**src/rtl/slv_guard_rst_pkg.sv**
```systemverilog
// Shared definitions for the subordinate-guard recovery sequencer.
// Holds the recovery state encoding and the default counter widths.
package slv_guard_rst_pkg;

    localparam int unsigned DefCntWidth    = 10;
    localparam int unsigned DefRstCntWidth = 8;

    typedef enum logic [2:0] {
        RST_IDLE     = 3'd0,
        RST_ISOLATE  = 3'd1,
        RST_ASSERT   = 3'd2,
        RST_SETTLE   = 3'd3,
        RST_CLEAR    = 3'd4,
        RST_WAIT_ACK = 3'd5
    } rst_state_e;

endpackage

```
**src/rtl/slv_guard_rst_timer.sv**
```systemverilog
// Shared phase timer: counts up every cycle unless cleared, and flags when
// the count has reached the limit supplied for the current phase.
module slv_guard_rst_timer
    import slv_guard_rst_pkg::*;
#(
    parameter int unsigned CntWidth = DefCntWidth
) (
    input  logic                clk_i,
    input  logic                rst_ni,
    input  logic                clear_i,
    input  logic [CntWidth-1:0] limit_i,
    output logic                expired_o
);

    logic [CntWidth-1:0] count_q, count_d;

    always_comb begin
        count_d = clear_i ? '0 : count_q + CntWidth'(1);
    end

    always_ff @(posedge clk_i or negedge rst_ni) begin
        if (!rst_ni) begin
            count_q <= '0;
        end else begin
            count_q <= count_d;
        end
    end

    assign expired_o = (count_q == limit_i);

endmodule

```
**src/rtl/slv_guard_rst_ctrl.sv**
```systemverilog
// Recovery sequencer: isolate the subordinate, drain, pulse its reset, settle,
// then tell the guards the reset is done. All outputs are Moore-decoded.
module slv_guard_rst_ctrl
    import slv_guard_rst_pkg::*;
#(
    parameter int unsigned CntWidth    = DefCntWidth,
    parameter int unsigned RstCntWidth = DefRstCntWidth
) (
    input  logic                   clk_i,
    input  logic                   rst_ni,
    input  logic                   rst_req_i,
    input  logic                   quiesced_i,
    input  logic [CntWidth-1:0]    drain_budget_i,
    input  logic [CntWidth-1:0]    hold_cycles_i,
    input  logic [CntWidth-1:0]    settle_cycles_i,
    input  logic                   sw_ack_en_i,
    input  logic                   sw_ack_i,
    output logic                   isolate_o,
    output logic                   sub_rst_no,
    output logic                   rst_stat_o,
    output logic                   irq_o,
    output logic                   busy_o,
    output logic                   drain_to_o,
    output logic [RstCntWidth-1:0] rst_count_o
);

    localparam logic [2:0] StIdle    = RST_IDLE;
    localparam logic [2:0] StIsolate = RST_ISOLATE;
    localparam logic [2:0] StAssert  = RST_ASSERT;
    localparam logic [2:0] StSettle  = RST_SETTLE;
    localparam logic [2:0] StClear   = RST_CLEAR;
    localparam logic [2:0] StWaitAck = RST_WAIT_ACK;

    logic [2:0]             state_q, state_d;
    logic [CntWidth-1:0]    drain_q, hold_q, settle_q;
    logic                   ack_en_q;
    logic                   drain_to_q, drain_to_d;
    logic [RstCntWidth-1:0] cnt_q, cnt_d;
    logic                   latch_cfg;
    logic                   timer_clear;
    logic                   timer_expired;
    logic [CntWidth-1:0]    timer_limit;
    logic [CntWidth-1:0]    hold_last, settle_last;

    // A zero length still yields one cycle, so the last count index is max(n,1)-1.
    assign hold_last   = (hold_q == '0)   ? '0 : hold_q - CntWidth'(1);
    assign settle_last = (settle_q == '0) ? '0 : settle_q - CntWidth'(1);

    always_comb begin
        state_d     = state_q;
        drain_to_d  = drain_to_q;
        cnt_d       = cnt_q;
        latch_cfg   = 1'b0;
        timer_limit = '0;
        if (sw_ack_i) begin
            drain_to_d = 1'b0;
        end
        case (state_q)
            StIdle: begin
                if (rst_req_i) begin
                    state_d   = StIsolate;
                    latch_cfg = 1'b1;
                end
            end
            StIsolate: begin
                timer_limit = drain_q;
                if (quiesced_i) begin
                    state_d = StAssert;
                end else if (timer_expired) begin
                    state_d    = StAssert;
                    drain_to_d = 1'b1;
                end
            end
            StAssert: begin
                timer_limit = hold_last;
                if (timer_expired) begin
                    state_d = StSettle;
                end
            end
            StSettle: begin
                timer_limit = settle_last;
                if (timer_expired) begin
                    state_d = StClear;
                end
            end
            StClear: begin
                cnt_d   = (&cnt_q) ? cnt_q : cnt_q + RstCntWidth'(1);
                state_d = ack_en_q ? StWaitAck : StIdle;
            end
            StWaitAck: begin
                if (sw_ack_i) begin
                    state_d = StIdle;
                end
            end
            default: begin
                state_d = StIdle;
            end
        endcase
    end

    // The timer only runs inside the three timed phases and restarts on every transition.
    always_comb begin
        timer_clear = (state_d != state_q) ||
                      !((state_q == StIsolate) || (state_q == StAssert) || (state_q == StSettle));
    end

    slv_guard_rst_timer #(
        .CntWidth (CntWidth)
    ) u_timer (
        .clk_i     (clk_i),
        .rst_ni    (rst_ni),
        .clear_i   (timer_clear),
        .limit_i   (timer_limit),
        .expired_o (timer_expired)
    );

    always_ff @(posedge clk_i or negedge rst_ni) begin
        if (!rst_ni) begin
            state_q    <= StIdle;
            drain_to_q <= 1'b0;
            cnt_q      <= '0;
        end else begin
            state_q    <= state_d;
            drain_to_q <= drain_to_d;
            cnt_q      <= cnt_d;
        end
    end

    // Shadow copies keep a recovery immune to config changes mid-flight.
    always_ff @(posedge clk_i or negedge rst_ni) begin
        if (!rst_ni) begin
            drain_q  <= '0;
            hold_q   <= '0;
            settle_q <= '0;
            ack_en_q <= 1'b0;
        end else if (latch_cfg) begin
            drain_q  <= drain_budget_i;
            hold_q   <= hold_cycles_i;
            settle_q <= settle_cycles_i;
            ack_en_q <= sw_ack_en_i;
        end
    end

    assign isolate_o   = (state_q != StIdle);
    assign busy_o      = (state_q != StIdle);
    assign irq_o       = (state_q != StIdle);
    assign sub_rst_no  = (state_q != StAssert);
    assign rst_stat_o  = (state_q == StClear);
    assign drain_to_o  = drain_to_q;
    assign rst_count_o = cnt_q;

endmodule

```
**config.mk**
```make
export PLATFORM = sky130hd
export DESIGN_NAME = slv_guard_rst_ctrl
export DESIGN_NICKNAME = d
export VERILOG_FILES = /design/src/rtl/slv_guard_rst_pkg.sv /design/src/rtl/slv_guard_rst_timer.sv /design/src/rtl/slv_guard_rst_ctrl.sv
export SDC_FILE = /design/constraint.sdc
export NUM_CORES = 1
export LEC_CHECK = 0
export CORE_ASPECT_RATIO = 0.8
export CORE_MARGIN = 2
export CORE_UTILIZATION = 51
export DETAILED_ROUTE_END_ITERATION = 7
export PLACE_DENSITY_LB_ADDON = 0.12
export SYNTH_ARGS = -nofsm -noshare
export SYNTH_HDL_FRONTEND = slang
export SYNTH_SLANG_ARGS = --single-unit
```
**constraint.sdc**
```tcl
create_clock -name clk_i -period 4.9 [get_ports clk_i]
set_input_delay 0.98 -clock clk_i [delete_from_list [all_inputs] [get_ports clk_i]]
set_output_delay 0.98 -clock clk_i [all_outputs]
set_load 0.02 [all_outputs]
```
==> results.tsv <==
stage	metric	value	unit
sta	Tmin final	3.211	ns
logic_synthesis	Synth Area in XOR/XNOR	8.298	%
run_status	status	finished clean	
logic_synthesis	largest family of logic cells by synthesized area	simple AND/OR/NAND/NOR gates	
logic_synthesis	#FFs+latches synth	53	
global_routing	first-pass GRT wire length	10490	um
logic_synthesis	top-area cell type share of the netlist area	44.88	%
global_routing	initial antenna violation count	0	
logic_synthesis	Simple-Gate Fraction of Synth Area	17.57	%
drt	final WL	6495	um
cells_and_area	diode count	0	
logic_synthesis	EDFF count, synth	0	
critical_path	worst r2r src	hold_q[0]$_DFFE_PN0P_	
placement	placed insts	400	
cells_and_area	Area Growth Syn to Fin	22.65	%
logic_synthesis	Seq/Total Area, Yosys	44.88	%
global_routing	largest net degree at the start of global routing	54	
logic_synthesis	Adder-Cell Fraction of Synth Area	2.540	%
die	std cell rows	24	
die	I/O pin count	50	
global_routing	Remaining Overflow, GRT	0	
clock_tree	clock-pin slew on the worst setup and hold paths	0.10	ns
logic_synthesis	multiplexer share of the synthesized area	10.63	%
critical_path	WP data required	5.07	ns
die	Starting Density	53.49	%
logic_synthesis	Synth Area per Inst	10.52	um2
clock_tree	CTS Sinks	53	
sta	fmax	0.3115	GHz
global_routing	gr usage total	21.42	%
drt	Vias/cell	5.556	
drt	Iteration-0 DRC Markers	155	
logic_synthesis	Compound-Gate Fraction of Synth Area	12.74	%
sta	fin crit share	65.52	%
critical_path	Critical Path Fanout Max	9	
drt	DR vias	2267	
logic_synthesis	synth warn	0	
hold_path	worst hold start	rst_count_o[5]$_DFFE_PN0P_	
placement	GP Congestion	0.9668	
die	total die area	6423	um2
hold_path	class of the worst hold path	reg2reg	
global_routing	vias in the first global route	2145	
sta	setup skew after layout	0.01000	ns
critical_path	worst r2r dst	u_timer.count_q[4]$_DFF_PN0_	
pwr	Static Leakage	0.001490	uW
logic_synthesis	Synth Cell Area	2955	um2
critical_path	CP max stage delay	0.58	ns
critical_path	critical path type	reg2reg	
logic_synthesis	most frequent cell after synthesis	dfrtp_1	
clock_tree	post-CTS setup buffers	0	
critical_path	cell mode on critical path	inv_1	
die	CORE AREA	5525	um2
clock_tree	TritonCTS buffer count	5	
logic_synthesis	Net Count, Synth	323	
die	chip height	72.09	um
cells_and_area	Final nets	371	
run	max_cap viols	0	
pwr	PD cells	548.9	nW/um2
drt	DRT Pass-1 Iters	4	
sta	hold_ws	0.5043	ns
critical_path	crit-path cells	inv_1, ha_1, or4b_1, o31ai_1, inv_1, a221oi_1, xor2_1, nand3_2, o21ai_2, nor2_1	
sta	Hold Fails Final Rpt	0	
critical_path	CP startpoint kind	flop	
sta	RSZ-0062 raised after global routing	false	
placement	detailed placer's ending HPWL	4850	um
cells_and_area	# fillers	468	
sta	Slew HR	55.33	%
placement	PortBufs	49	
critical_path	Critical Path End Type	flop	
clock_tree	H-tree levels	2	
die	die width	89.11	um
cells_and_area	Cell Count, Final, Fillers Out	408	
hold_path	Worst Hold End	rst_count_o[5]$_DFFE_PN0P_	
hold_path	hold path cells	1	
logic_synthesis	dominant cells by area after synthesis	dfrtp_1 (45%), mux2_2 (10%), xor2_1 (5.0%), xnor2_1 (3.3%), nor2_1 (2.8%)	
clock_tree	# hold bufs at CTS	0	
sta	slew at the pin closest to its max-slew limit	0.6701	ns
logic_synthesis	most common flop cell mapped by yosys	dfrtp_1	
clock_tree	CTS resizes	0	
clock_tree	clock latency at the later pin of the worst-skew pair	0.30	ns
cells_and_area	share of cells above drive strength 1	15.76	%
critical_path	Slowest-stage cell, CP	o31ai_1	
critical_path	r2r setup slk	1.69	ns
sta	Setup TNS	0	ns
critical_path	path depth of the worst reg2reg path	10	
logic_synthesis	asr flop ratio synth	100.0	%
drt	Post-DRT Antenna Nets	0	
drt	average wire per standard cell	15.92	um
logic_synthesis	Netlist cell types	54	
logic_synthesis	post-synth top area cell	dfrtp_1	
pwr	Max VDD drop	0.2480	mV
logic_synthesis	top cells by count, synth	dfrtp_1 (53), mux2_2 (27), nor2_1 (22), nand2_1 (18), xor2_1 (17)	
drt	DRC	0	
critical_path	arrival time worst endpoint	3.38	ns
clock_tree	clk buf depth	2	
sta	Final Setup Violations	0	
sta	Final Slew Violations	0	
logic_synthesis	post-synthesis instance total	281	
clock_tree	Clock Tree Root	clkbuf_8	
clock_tree	CTS tree	done	
[logic make-up after synthesis]
group	count (synthesis)
AOI/OAI and AO/OA	50
xor gates and xnor gates	28
and+or+nand+nor	92
adders and majority gates	6
DFF	53
muxes	28
buffers and inverters	24
[worst max path at each step]
stage                                        from                            to
after floorplan           settle_q[4]$_DFFE_PN0P_  u_timer.count_q[1]$_DFF_PN0_
after global placement       state_q[1]$_DFF_PN0_  u_timer.count_q[3]$_DFF_PN0_
after detailed placement  settle_q[4]$_DFFE_PN0P_          drain_to_o$_DFF_PN0_
after CTS                    state_q[1]$_DFF_PN0_                    sub_rst_no
after global routing         state_q[1]$_DFF_PN0_          drain_to_o$_DFF_PN0_
final                       hold_q[0]$_DFFE_PN0P_  u_timer.count_q[4]$_DFF_PN0_
[critical path: cells and delay by family, from the launching register on]
kind / cells / cell delay, ns
AO/OA/AOI/OAI: 3 / 1.34
XOR/XNOR: 1 / 0.21
adder cells (fa/ha/maj): 1 / 0.15
buffers and inverters: 2 / 0.24
flip-flops: 1 / 0.41
AND/OR/NAND/NOR: 3 / 0.73
[registers in the layout, indices dropped and copies added, names as in the netlist]
name / count
state_q: 3
rst_count_o: 8
hold_q: 10
u_timer.count_q: 10
settle_q: 10
drain_to_o: 1
drain_q: 10
ack_en_q: 1
[metrics by stage]
step	power (uW)	util, %	setup slack, ns	area [um2]
2_1_floorplan	1436	-	2.093	2955
3_3_place_gp	1670	63.59	1.775	3513
3_5_place_dp	1692	63.59	1.761	3513
4_1_cts	1994	65.60	1.678	3625
5_1_grt	2126	65.60	1.445	3625
6_report	1990	65.60	1.689	3625
[final cells by class]
| class | count | area (um2) | share of cell area (%) |
|---|---|---|---|
| Clock buffer | 6 | 72.57 | 2.002 |
| Multi-Input combinational cell | 204 | 1533 | 42.29 |
| Sequential cell | 53 | 1326 | 36.59 |
| Tap cell | 78 | 97.59 | 2.692 |
| Inverter | 13 | 48.80 | 1.346 |
| Timing Repair Buffer | 52 | 508.0 | 14.01 |
| Clock inverter | 2 | 38.79 | 1.070 |
[power by group]
part | internal (uW) | leakage, uW | switching, uW | total (uW)
Clock | 154 | 0.0000554 | 142 | 296
Combinational | 446 | 0.000770 | 457 | 903
Sequential | 593 | 0.000665 | 198 | 791
[cells in the final DEF, fill, tap and decap left out, drive strengths merged, types with 3 or more instances in the layout]
cell            n
xnor2          11
nor3b           3
o31ai           4
nor4b           3
clkbuf          6
or4             7
nor3            7
buf             4
and3            4
dfrtp          53
nand2b          3
nand4           3
or3             3
o211ai          4
o21ai          11
mux2           27
inv            13
nor2           22
ha              6
xor2           17
a21oi          12
nand3           8
clkdlybuf4s50  48
nand2          18
[per-layer routing]
layer  track usage [%]  wire length (um)
met5                 0                 0
met1             33.46              3226
met3             4.664               378
met2             31.19              2865
met4             3.483                25
No activity file was read; power rests on OpenSTA's default activity.
